## src/rtl/ctrl_pkg.sv

```systemverilog
// Shared opcode, ALU-select and state definitions for the multi-cycle control unit.
package ctrl_pkg;

  localparam logic [3:0] OP_JMP   = 4'd7;
  localparam logic [3:0] OP_LOAD  = 4'd11;
  localparam logic [3:0] OP_STORE = 4'd12;
  localparam logic [3:0] OP_BEQ   = 4'd13;
  localparam logic [3:0] OP_BNE   = 4'd14;
  localparam logic [3:0] OP_NOP   = 4'd15;

  localparam logic [2:0] ALU_ADD = 3'd2;
  localparam logic [2:0] ALU_SUB = 3'd3;

  typedef enum logic [2:0] {FETCH, DECODE, EXEC, MEM, FAULT} state_t;

  typedef enum logic [2:0] {
    CLS_REG, CLS_IMM, CLS_LOAD, CLS_STORE, CLS_BEQ, CLS_BNE, CLS_JMP, CLS_NOP
  } class_t;

endpackage

```

## src/rtl/ctrl_decode.sv

```systemverilog
// Combinational opcode decoder: instruction class plus the static EXEC-state controls.
module ctrl_decode
  import ctrl_pkg::*;
#(
  parameter int ALU_CS_W = 3
) (
  input  logic [3:0]          op,
  output class_t              cls,
  output logic [ALU_CS_W-1:0] alucs,
  output logic                flagwrite,
  output logic                selscrB,
  output logic                redges
);

  always_comb begin
    cls       = CLS_NOP;
    alucs     = '0;
    flagwrite = 1'b0;
    selscrB   = 1'b0;
    redges    = 1'b0;
    case (op)
      4'd0, 4'd1, 4'd2, 4'd3, 4'd4, 4'd5, 4'd6: begin
        cls       = CLS_REG;
        redges    = 1'b1;
        alucs     = ALU_CS_W'(op[2:0]);
        flagwrite = (op == 4'd2) || (op == 4'd3) || (op == 4'd5) || (op == 4'd6);
      end
      4'd8, 4'd9, 4'd10: begin
        cls       = CLS_IMM;
        selscrB   = 1'b1;
        alucs     = ALU_CS_W'(op[2:0]);
        flagwrite = op[1];
      end
      OP_LOAD, OP_STORE: begin
        cls       = (op == OP_LOAD) ? CLS_LOAD : CLS_STORE;
        selscrB   = 1'b1;
        alucs     = ALU_CS_W'(ALU_ADD);
        flagwrite = 1'b1;
      end
      OP_BEQ: begin
        cls   = CLS_BEQ;
        alucs = ALU_CS_W'(ALU_SUB);
      end
      OP_BNE: begin
        cls   = CLS_BNE;
        alucs = ALU_CS_W'(ALU_SUB);
      end
      OP_JMP: begin
        cls   = CLS_JMP;
        alucs = ALU_CS_W'(ALU_ADD);
      end
      default: cls = CLS_NOP;
    endcase
  end

endmodule

```

## src/rtl/multicycle_controller.sv

```systemverilog
// Multi-cycle control FSM: sequences fetch/decode/execute/memory with handshaked
// memories, a per-request timeout that traps into FAULT, and a retired-instruction counter.
module multicycle_controller
  import ctrl_pkg::*;
#(
  parameter int ALU_CS_W  = 3,
  parameter int TIMEOUT   = 255,
  parameter int INSTRET_W = 16
) (
  input  logic                 clk,
  input  logic                 rst_n,
  input  logic                 run,
  input  logic [3:0]           op,
  input  logic                 zero,
  input  logic                 imem_ack,
  input  logic                 dmem_ack,
  output logic                 imem_req,
  output logic                 dmem_req,
  output logic                 ir_write,
  output logic                 pc_write,
  output logic                 regwrite,
  output logic                 selscrB,
  output logic                 redges,
  output logic                 memtoreg,
  output logic                 wren,
  output logic                 flagwrite,
  output logic                 branch,
  output logic                 jump,
  output logic [ALU_CS_W-1:0]  alucs,
  output logic                 mem_err,
  output logic [INSTRET_W-1:0] instret
);

  localparam int WAIT_W = (TIMEOUT < 2) ? 1 : $clog2(TIMEOUT);
  localparam logic [WAIT_W-1:0] WAIT_LAST = WAIT_W'(TIMEOUT - 1);

  state_t              state, state_nxt;
  logic [WAIT_W-1:0]   wait_cnt, wait_nxt;
  logic                ireq_hold, hold_nxt;
  logic                retire;

  class_t              dec_cls;
  logic [ALU_CS_W-1:0] dec_alucs;
  logic                dec_flagwrite, dec_selscrB, dec_redges;

  ctrl_decode #(.ALU_CS_W(ALU_CS_W)) u_decode (
    .op        (op),
    .cls       (dec_cls),
    .alucs     (dec_alucs),
    .flagwrite (dec_flagwrite),
    .selscrB   (dec_selscrB),
    .redges    (dec_redges)
  );

  always_ff @(posedge clk or negedge rst_n) begin
    if (!rst_n) begin
      state     <= FETCH;
      wait_cnt  <= '0;
      ireq_hold <= 1'b0;
      instret   <= '0;
    end else begin
      state     <= state_nxt;
      wait_cnt  <= wait_nxt;
      ireq_hold <= hold_nxt;
      if (retire)
        instret <= instret + INSTRET_W'(1);
    end
  end

  assign mem_err = (state == FAULT);

  // An unacknowledged fetch stays requested via ireq_hold even if run drops.
  always_comb begin
    state_nxt = state;
    wait_nxt  = wait_cnt;
    hold_nxt  = 1'b0;
    retire    = 1'b0;
    imem_req  = 1'b0;
    dmem_req  = 1'b0;
    ir_write  = 1'b0;
    pc_write  = 1'b0;
    regwrite  = 1'b0;
    selscrB   = 1'b0;
    redges    = 1'b0;
    memtoreg  = 1'b0;
    wren      = 1'b0;
    flagwrite = 1'b0;
    branch    = 1'b0;
    jump      = 1'b0;
    alucs     = '0;
    case (state)
      FETCH: begin
        imem_req = run | ireq_hold;
        if (imem_req) begin
          if (imem_ack) begin
            ir_write  = 1'b1;
            state_nxt = DECODE;
            wait_nxt  = '0;
          end else if (wait_cnt == WAIT_LAST) begin
            state_nxt = FAULT;
          end else begin
            wait_nxt = wait_cnt + WAIT_W'(1);
            hold_nxt = 1'b1;
          end
        end
      end
      DECODE: state_nxt = EXEC;
      EXEC: begin
        alucs     = dec_alucs;
        flagwrite = dec_flagwrite;
        selscrB   = dec_selscrB;
        redges    = dec_redges;
        wait_nxt  = '0;
        if (dec_cls == CLS_LOAD || dec_cls == CLS_STORE) begin
          state_nxt = MEM;
        end else begin
          regwrite  = (dec_cls == CLS_REG) || (dec_cls == CLS_IMM);
          branch    = ((dec_cls == CLS_BEQ) && zero) || ((dec_cls == CLS_BNE) && !zero);
          jump      = (dec_cls == CLS_JMP);
          pc_write  = 1'b1;
          retire    = 1'b1;
          state_nxt = FETCH;
        end
      end
      MEM: begin
        dmem_req = 1'b1;
        selscrB  = 1'b1;
        alucs    = ALU_CS_W'(ALU_ADD);
        wren     = (dec_cls == CLS_STORE);
        if (dmem_ack) begin
          regwrite  = (dec_cls == CLS_LOAD);
          memtoreg  = (dec_cls == CLS_LOAD);
          pc_write  = 1'b1;
          retire    = 1'b1;
          wait_nxt  = '0;
          state_nxt = FETCH;
        end else if (wait_cnt == WAIT_LAST) begin
          state_nxt = FAULT;
        end else begin
          wait_nxt = wait_cnt + WAIT_W'(1);
        end
      end
      FAULT: state_nxt = FAULT;
      default: state_nxt = FETCH;
    endcase
  end

endmodule
```

## config.mk

```make
export PLATFORM = sky130hd
export DESIGN_NAME = multicycle_controller
export DESIGN_NICKNAME = d
export VERILOG_FILES = /design/src/rtl/ctrl_pkg.sv /design/src/rtl/ctrl_decode.sv /design/src/rtl/multicycle_controller.sv
export SDC_FILE = /design/constraint.sdc
export NUM_CORES = 1
export LEC_CHECK = 0
export BUFFER_PORTS_ARGS = -buffer_cell sky130_fd_sc_hd__buf_2
export CAP_MARGIN = 20
export CORE_MARGIN = 8
export CORE_UTILIZATION = 40
export CTS_CLUSTER_SIZE = 28
export DETAILED_ROUTE_END_ITERATION = 10
export MAX_ROUTING_LAYER = met4
export PLACE_DENSITY_LB_ADDON = 0.15
export RECOVER_POWER = 50
export SYNTH_ARGS = -nofsm -noshare
export SYNTH_HDL_FRONTEND = slang
export SYNTH_SLANG_ARGS = --single-unit
export TNS_END_PERCENT = 30
```

## constraint.sdc

```tcl
create_clock -name clk -period 2.1 [get_ports clk]
set_clock_uncertainty 0.15 [all_clocks]
set_input_delay 0.63 -clock clk [delete_from_list [all_inputs] [get_ports clk]]
set_output_delay 0.63 -clock clk [all_outputs]
set_load 0.02 [all_outputs]
```

==> flow_summary.yaml, run 1 <==
setup_path:
  path_class: "in -> out"
  required_ns: 1.32
  start_kind: "primary input"
  path_max_fanout: 4
  critPathArrivalTime_ns: 1.47
  endpoint_kind: "primary output"
sta:
  period_minus_slack_ns: 2.25
  tightest_slew_ns: 1.48
  rsz0062_at_grt: "yes"
  setup_violations: 13
  report.final.hold_viol_count: 0
  timing.hold.ws_ns: 0.331
  min_period_over_period: 1.07
  relSlewSlack: 0.0122
  slew_viol_final: 0
  max_freq_mhz: 444
  setup_ws_ns: -0.153
cts:
  cts_buffers: 3
  clock-sinks: 28
  clock_tree.root_cell: "clkbuf_8"
  cts_tree: "built"
  cts_hold_buf: 0
  clk_path_buf_depth: 2
  cts_max_level: 1
  clk_transition_reported_paths_ns: 0.09
  clk_latency_ns: 0.27
synthesis:
  synth_cell_type_count: 52
  ys.flop_type: "dfrtp_1"
  synth-edff-count: 0
  seq_area_frac_synth: 0.400
  syn_inst: 191
  synthArstFlopShare: 1.00
  synth_area_um2: 1750
  yosysWarnings: 0
  synth_seq_cells: 28
  avgSynthCellArea_um2: 9.16
  syn_nets: 204
layout:
  drive_gt1_frac: 0.410
  final_util: 0.591
  n_antenna_cell: 0
  area_delta_synth_final_pct: 45.1
  n_fill_cell: 363
  fin_nets: 270
floorplanning:
  rows: 24
  die_width_um: 82.2
  coreArea_um2: 4290
  start_util: 0.408
  die-area_um2: 6750
  io_pins: 42
  die_h_um: 82.2
power:
  ir_worst_vdd_uv: 575
  p_per_area_nw_per_um2: 777
  p_leak_uw: 0.00120
  power.total_uw: 1970
placement:
  portBuffers: 41
  routabilityCongestion: 0.828
  place_hpwl_um: 3280
drt:
  post-route-drc-count: 0
  drtAntennaViolNets: 0
  viasPerCell: 5.38
  totalWireLength_um: 4630
  vias: 1658
  drtIter0Drc: 98
  routedWlPerCell_um: 15.0
  dr.pass1.iters: 4
global_route:
  busiest_layer: "met2"
  grt_util_all_layers: 0.145
  antenna_found_initial: 0
  use_met2: 0.230
  global_route.usage.met1: 0.189
  grt_pass1_vias: 1633
  grt_use_met3: 0.0206
  grt_max_degree: 29
  grt_pass1_wl_um: 7670
  grt-ovfl-total: 0
run_status:
  status: "finished, violations left"
  violations: "negative setup slack"
min_path:
  hold_path_class: "reg -> reg"
job:
  drv_cap: 0
flip-flops by register name (all words and copies together) (netlist names):
register,flops
instret,16
wait_cnt,8
state,3
ireq_hold,1
placed cells by master (no fill, tap or decap), types with 2 or more instances in the layout:
master	instances
xor2_1	15
nand3_1	8
nor2_1	9
o21ai_1	2
dfrtp_2	2
and3_1	3
buf_6	9
nand4_1	7
nor3_2	3
o21bai_1	3
a21oi_2	2
inv_1	5
buf_4	36
and2_1	3
clkbuf_8	4
nor2b_2	2
mux2_2	2
buf_12	3
nor4_1	6
o21ai_0	4
nor4_4	4
nand2_1	11
o31ai_1	2
clkbuf_1	7
buf_2	16
o21ai_2	2
a21oi_1	11
nand2_2	3
ha_1	3
dfrtp_1	26
nor3_1	4
and4_1	2
nor4b_1	3
nand2b_1	3
synth_stat cells (5+ instances only):
cell type   n  area (um2)
nor2_1     10        37.5
dfrtp_1    28         701
o21ai_0     8        40.0
nor3_1      7        35.0
nand3_1     8        40.0
nor4_1     10        62.6
clkbuf_1    5        18.8
nand4_1     7        43.8
xor2_1     16         140
a21oi_1    13        65.1
nand2_1    13        48.8
inv_1       5        18.8
per-layer routing:
| layer | share of wire | up-vias |
|---|---|---|
| met4 | 0.0086 | 0 |
| li1 | - | 828 |
| met2 | 0.48 | 34 |
| met5 | 0 | - |
| met1 | 0.47 | 792 |
| met3 | 0.050 | 4 |
cell families (layout without fill, tap and decap cells):
logic type / Yosys count / in the layout / synth area share
compound gates: 43 / 43 / 0.166
flops: 28 / 28 / 0.400
simple gates: 81 / 81 / 0.259
mux: 4 / 4 / 0.0272
xor+xnor: 16 / 16 / 0.0801
buf+inv: 16 / 81 / 0.0465
fa+ha+maj: 3 / 3 / 0.0214
critical path, stage by stage:
cell     delay (ns)
buf_8          0.10
or3b_4         0.39
a21oi_4        0.16
nor2_4         0.06
buf_6          0.13
metrics by stage:
stage | std cells | setup slack [ns] | TNS [ns] | area [um2]
detailed placement | 296 | -0.234 | -1.90 | 2260
global placement | 296 | -0.206 | -1.78 | 2260
floorplan | 191 | -0.201 | -1.23 | 1890
finish | 308 | -0.153 | -1.07 | 2540
CTS | 307 | -0.192 | -1.49 | 2460
global route | 308 | -0.189 | -1.94 | 2540
power breakdown:
part | total [uW] | switching (uW) | leakage (uW) | internal [uW]
registers | 718 | 101 | 0.000376 | 618
clock network | 334 | 166 | 0.0000288 | 168
logic | 922 | 490 | 0.000791 | 432
final timing paths:
kind                              from     endpoint  slack [ns]  cells past startpoint
setup / recovery                 op[0]     pc_write       -0.15                      5
hold / removal             instret[15]  instret[15]        0.33                      1
setup reg to reg              state[0]    ireq_hold        0.26                      8
hold reg to reg            instret[15]  instret[15]        0.33                      1
max in group asynchronous        rst_n     state[0]        0.29                      1
min in group asynchronous        rst_n  wait_cnt[1]        0.54                      1
cell type report:
class | instances | area, um2 | area share
clock buffer | 4 | 55.1 | 0.0217
inverter | 5 | 18.8 | 0.00739
multi-input combinational | 147 | 1140 | 0.451
sequential | 28 | 703 | 0.277
tap | 52 | 65.1 | 0.0256
timing repair buffer | 72 | 553 | 0.218
timing repair:
| action | in CTS | in global routing |
|---|---|---|
| setup endpoints to repair | 14 | 16 |
| setup buffers | 7 | 1 |
| gates resized for setup | 28 | 25 |
| cloned | 0 | 0 |
| pin swaps | 11 | 11 |
(Power assumes the default switching activity.)
==> inputs of run 2 (changes only) <==
--- a/config.mk
+++ b/config.mk
@@ -14,6 +14,7 @@
 export MAX_ROUTING_LAYER = met4
 export PLACE_DENSITY_LB_ADDON = 0.15
 export RECOVER_POWER = 50
+export REMOVE_ABC_BUFFERS = 1
 export SYNTH_ARGS = -nofsm -noshare
 export SYNTH_HDL_FRONTEND = slang
 export SYNTH_SLANG_ARGS = --single-unit
==> run 2 against run 1 <==
Effect of this change: the run ends with max-capacitance violations, max-slew violations, negative setup slack left; clock power is essentially flat; sequential share of layout area grew 1.3 points; routed wire length grew 0.91%; power shrank 4.8%; final cell count shrank 1.9%; non-clock buffer count shrank 6; register-to-register slack gained 0.04 ns.
==> flow_summary.yaml, run 2 (synthesized netlist as in run 1, its figures left out) <==
run_status:
  status: "finished, violations left"
  violations: "max-capacitance violations, max-slew violations, negative setup slack"
drt:
  drtIter0Drc: 75
  dr.pass1.iters: 4
  drtAntennaViolNets: 0
  routedWlPerCell_um: 15.5
  post-route-drc-count: 0
  viasPerCell: 5.50
  totalWireLength_um: 4680
  vias: 1662
cts:
  clock-sinks: 28
  cts_max_level: 1
  cts_buffers: 3
  clk_latency_ns: 0.27
  cts_tree: "built"
  clk_path_buf_depth: 2
  cts_hold_buf: 0
  clock_tree.root_cell: "clkbuf_8"
  clk_transition_reported_paths_ns: 0.09
layout:
  top_regs: "instret (16), wait_cnt (8), state (3)"
  n_fill_cell: 367
  drive_gt1_frac: 0.416
  final_cell_area_um2: 2430
  n_antenna_cell: 0
  top_register: "instret"
  final_common_cell: "buf_4"
  fin_cells: 302
  fin_nets: 264
  area_delta_synth_final_pct: 38.6
  final_cell_mix: "buf_4 (28), buf_2 (26), dfrtp_1 (26), xor2_1 (16), a21oi_1 (11)"
  largest_register_ffs: 16
setup_path:
  path_class: "in -> out"
  required_ns: 1.32
  r2r_slack_ns: 0.30
  reg2reg_from: "state[1]"
  critPathMaxStageDelay_ns: 0.24
  cp_common_cell: "buf_4"
  cp_slowest_cell: "o21ai_0"
  crit_start: "op[2]"
  reg2regPathDepth: 6
  critPathArrivalTime_ns: 1.55
  start_kind: "primary input"
  crit_path_cell_trace: "buf_8, buf_4, o21ai_0, a32oi_2, nor3_1, buf_4"
  r2r-end: "instret[4]"
  path_max_fanout: 5
  endpoint_kind: "primary output"
  crit_end: "alucs[0]"
sta:
  period_minus_slack_ns: 2.33
  report.final.hold_viol_count: 0
  setup_ws_ns: -0.226
  tightest_slew_ns: 1.51
  min_period_over_period: 1.11
  tns_ns: -1.58
  relSlewSlack: -0.00583
  rsz0062_at_grt: "yes"
  max_freq_mhz: 430
  slew_viol_final: 29
  setup_violations: 14
floorplanning:
  start_util: 0.408
  coreArea_um2: 4290
  die_h_um: 82.2
  io_pins: 42
  rows: 24
  die-area_um2: 6750
  die_width_um: 82.2
min_path:
  hold_path_class: "reg -> reg"
placement:
  placed_area_um2: 2120
  dp_cells: 294
  place_hpwl_um: 3100
  routabilityCongestion: 0.821
  portBuffers: 41
job:
  drv_cap: 1
global_route:
  antenna_found_initial: 0
  grt_util_all_layers: 0.135
  grt-ovfl-total: 0
  grt_pass1_wl_um: 7180
  grt_pass1_vias: 1553
  grt_max_degree: 29
power:
  p_leak_uw: 0.00118
  p_per_area_nw_per_um2: 775
  ir_worst_vdd_uv: 652
==> run 2: cell types whose count changed in the layout (fill, tap and decap cells not counted), sizes merged <==
| cell | before | now |
|---|---|---|
| clkbuf | 11 | 5 |
==> run 2: worst max-delay path, delay by kind of cell <==
kind	cells	cell delay, ns
AO/OA/AOI/OAI	2	0.35
buffers and inverters	3	0.41
AND/OR/NAND/NOR	1	0.15
==> run 2: how the worst min path moves through the flow <==
stage / startpoint / endpoint / slack, ns / cells past startpoint
2_1_floorplan: rst_n / instret[0] / 0.18 / 0
3_3_place_gp: instret[15] / instret[15] / 0.31 / 1
3_5_place_dp: instret[15] / instret[15] / 0.31 / 1
4_1_cts: rst_n / instret[7] / 0.23 / 1
5_1_grt: instret[15] / instret[15] / 0.35 / 1
6_report: instret[15] / instret[15] / 0.33 / 1
==> run 2: per-layer routing <==
layer | up-vias | GRT usage | part of all wire
met5 | - | - | 0
met4 | 0 | 0.0404 | 0.018
met3 | 9 | 0.0216 | 0.059
met2 | 53 | 0.200 | 0.45
met1 | 778 | 0.185 | 0.47
li1 | 822 | - | -
==> run 2: repair_timing <==
action | CTS | global route
endpoints found under the setup margin | 14 | 14
gates resized for setup | 41 | 24
pin swaps | 13 | 7
buffers inserted | 3 | 1
cloned | 0 | 0
==> run 2: final cells by class <==
cell class	instances	area, um2	share of cell area
multi-input cells	147	1100	0.455
well taps	52	65.1	0.0268
flip-flops and latches	28	703	0.290
clock buffers	4	55.1	0.0227
repair buffers	66	479	0.198
inverters	5	18.8	0.00774
==> run 2: power breakdown <==
group | total [uW] | internal, uW | switching, uW
combinational | 817 | 369 | 448
sequential | 729 | 617 | 111
clock | 334 | 168 | 166
==> run 2: metrics by stage <==
step / util / worst slack, ns / hold WS (ns) / total power (uW)
after floorplan: - / -0.658 / 0.184 / 1140
after global placement: 0.493 / -0.289 / 0.306 / 1430
after detailed placement: 0.493 / -0.257 / 0.315 / 1440
after CTS: 0.538 / -0.206 / 0.234 / 1830
after global routing: 0.565 / -0.288 / 0.355 / 2000
final: 0.565 / -0.226 / 0.331 / 1880
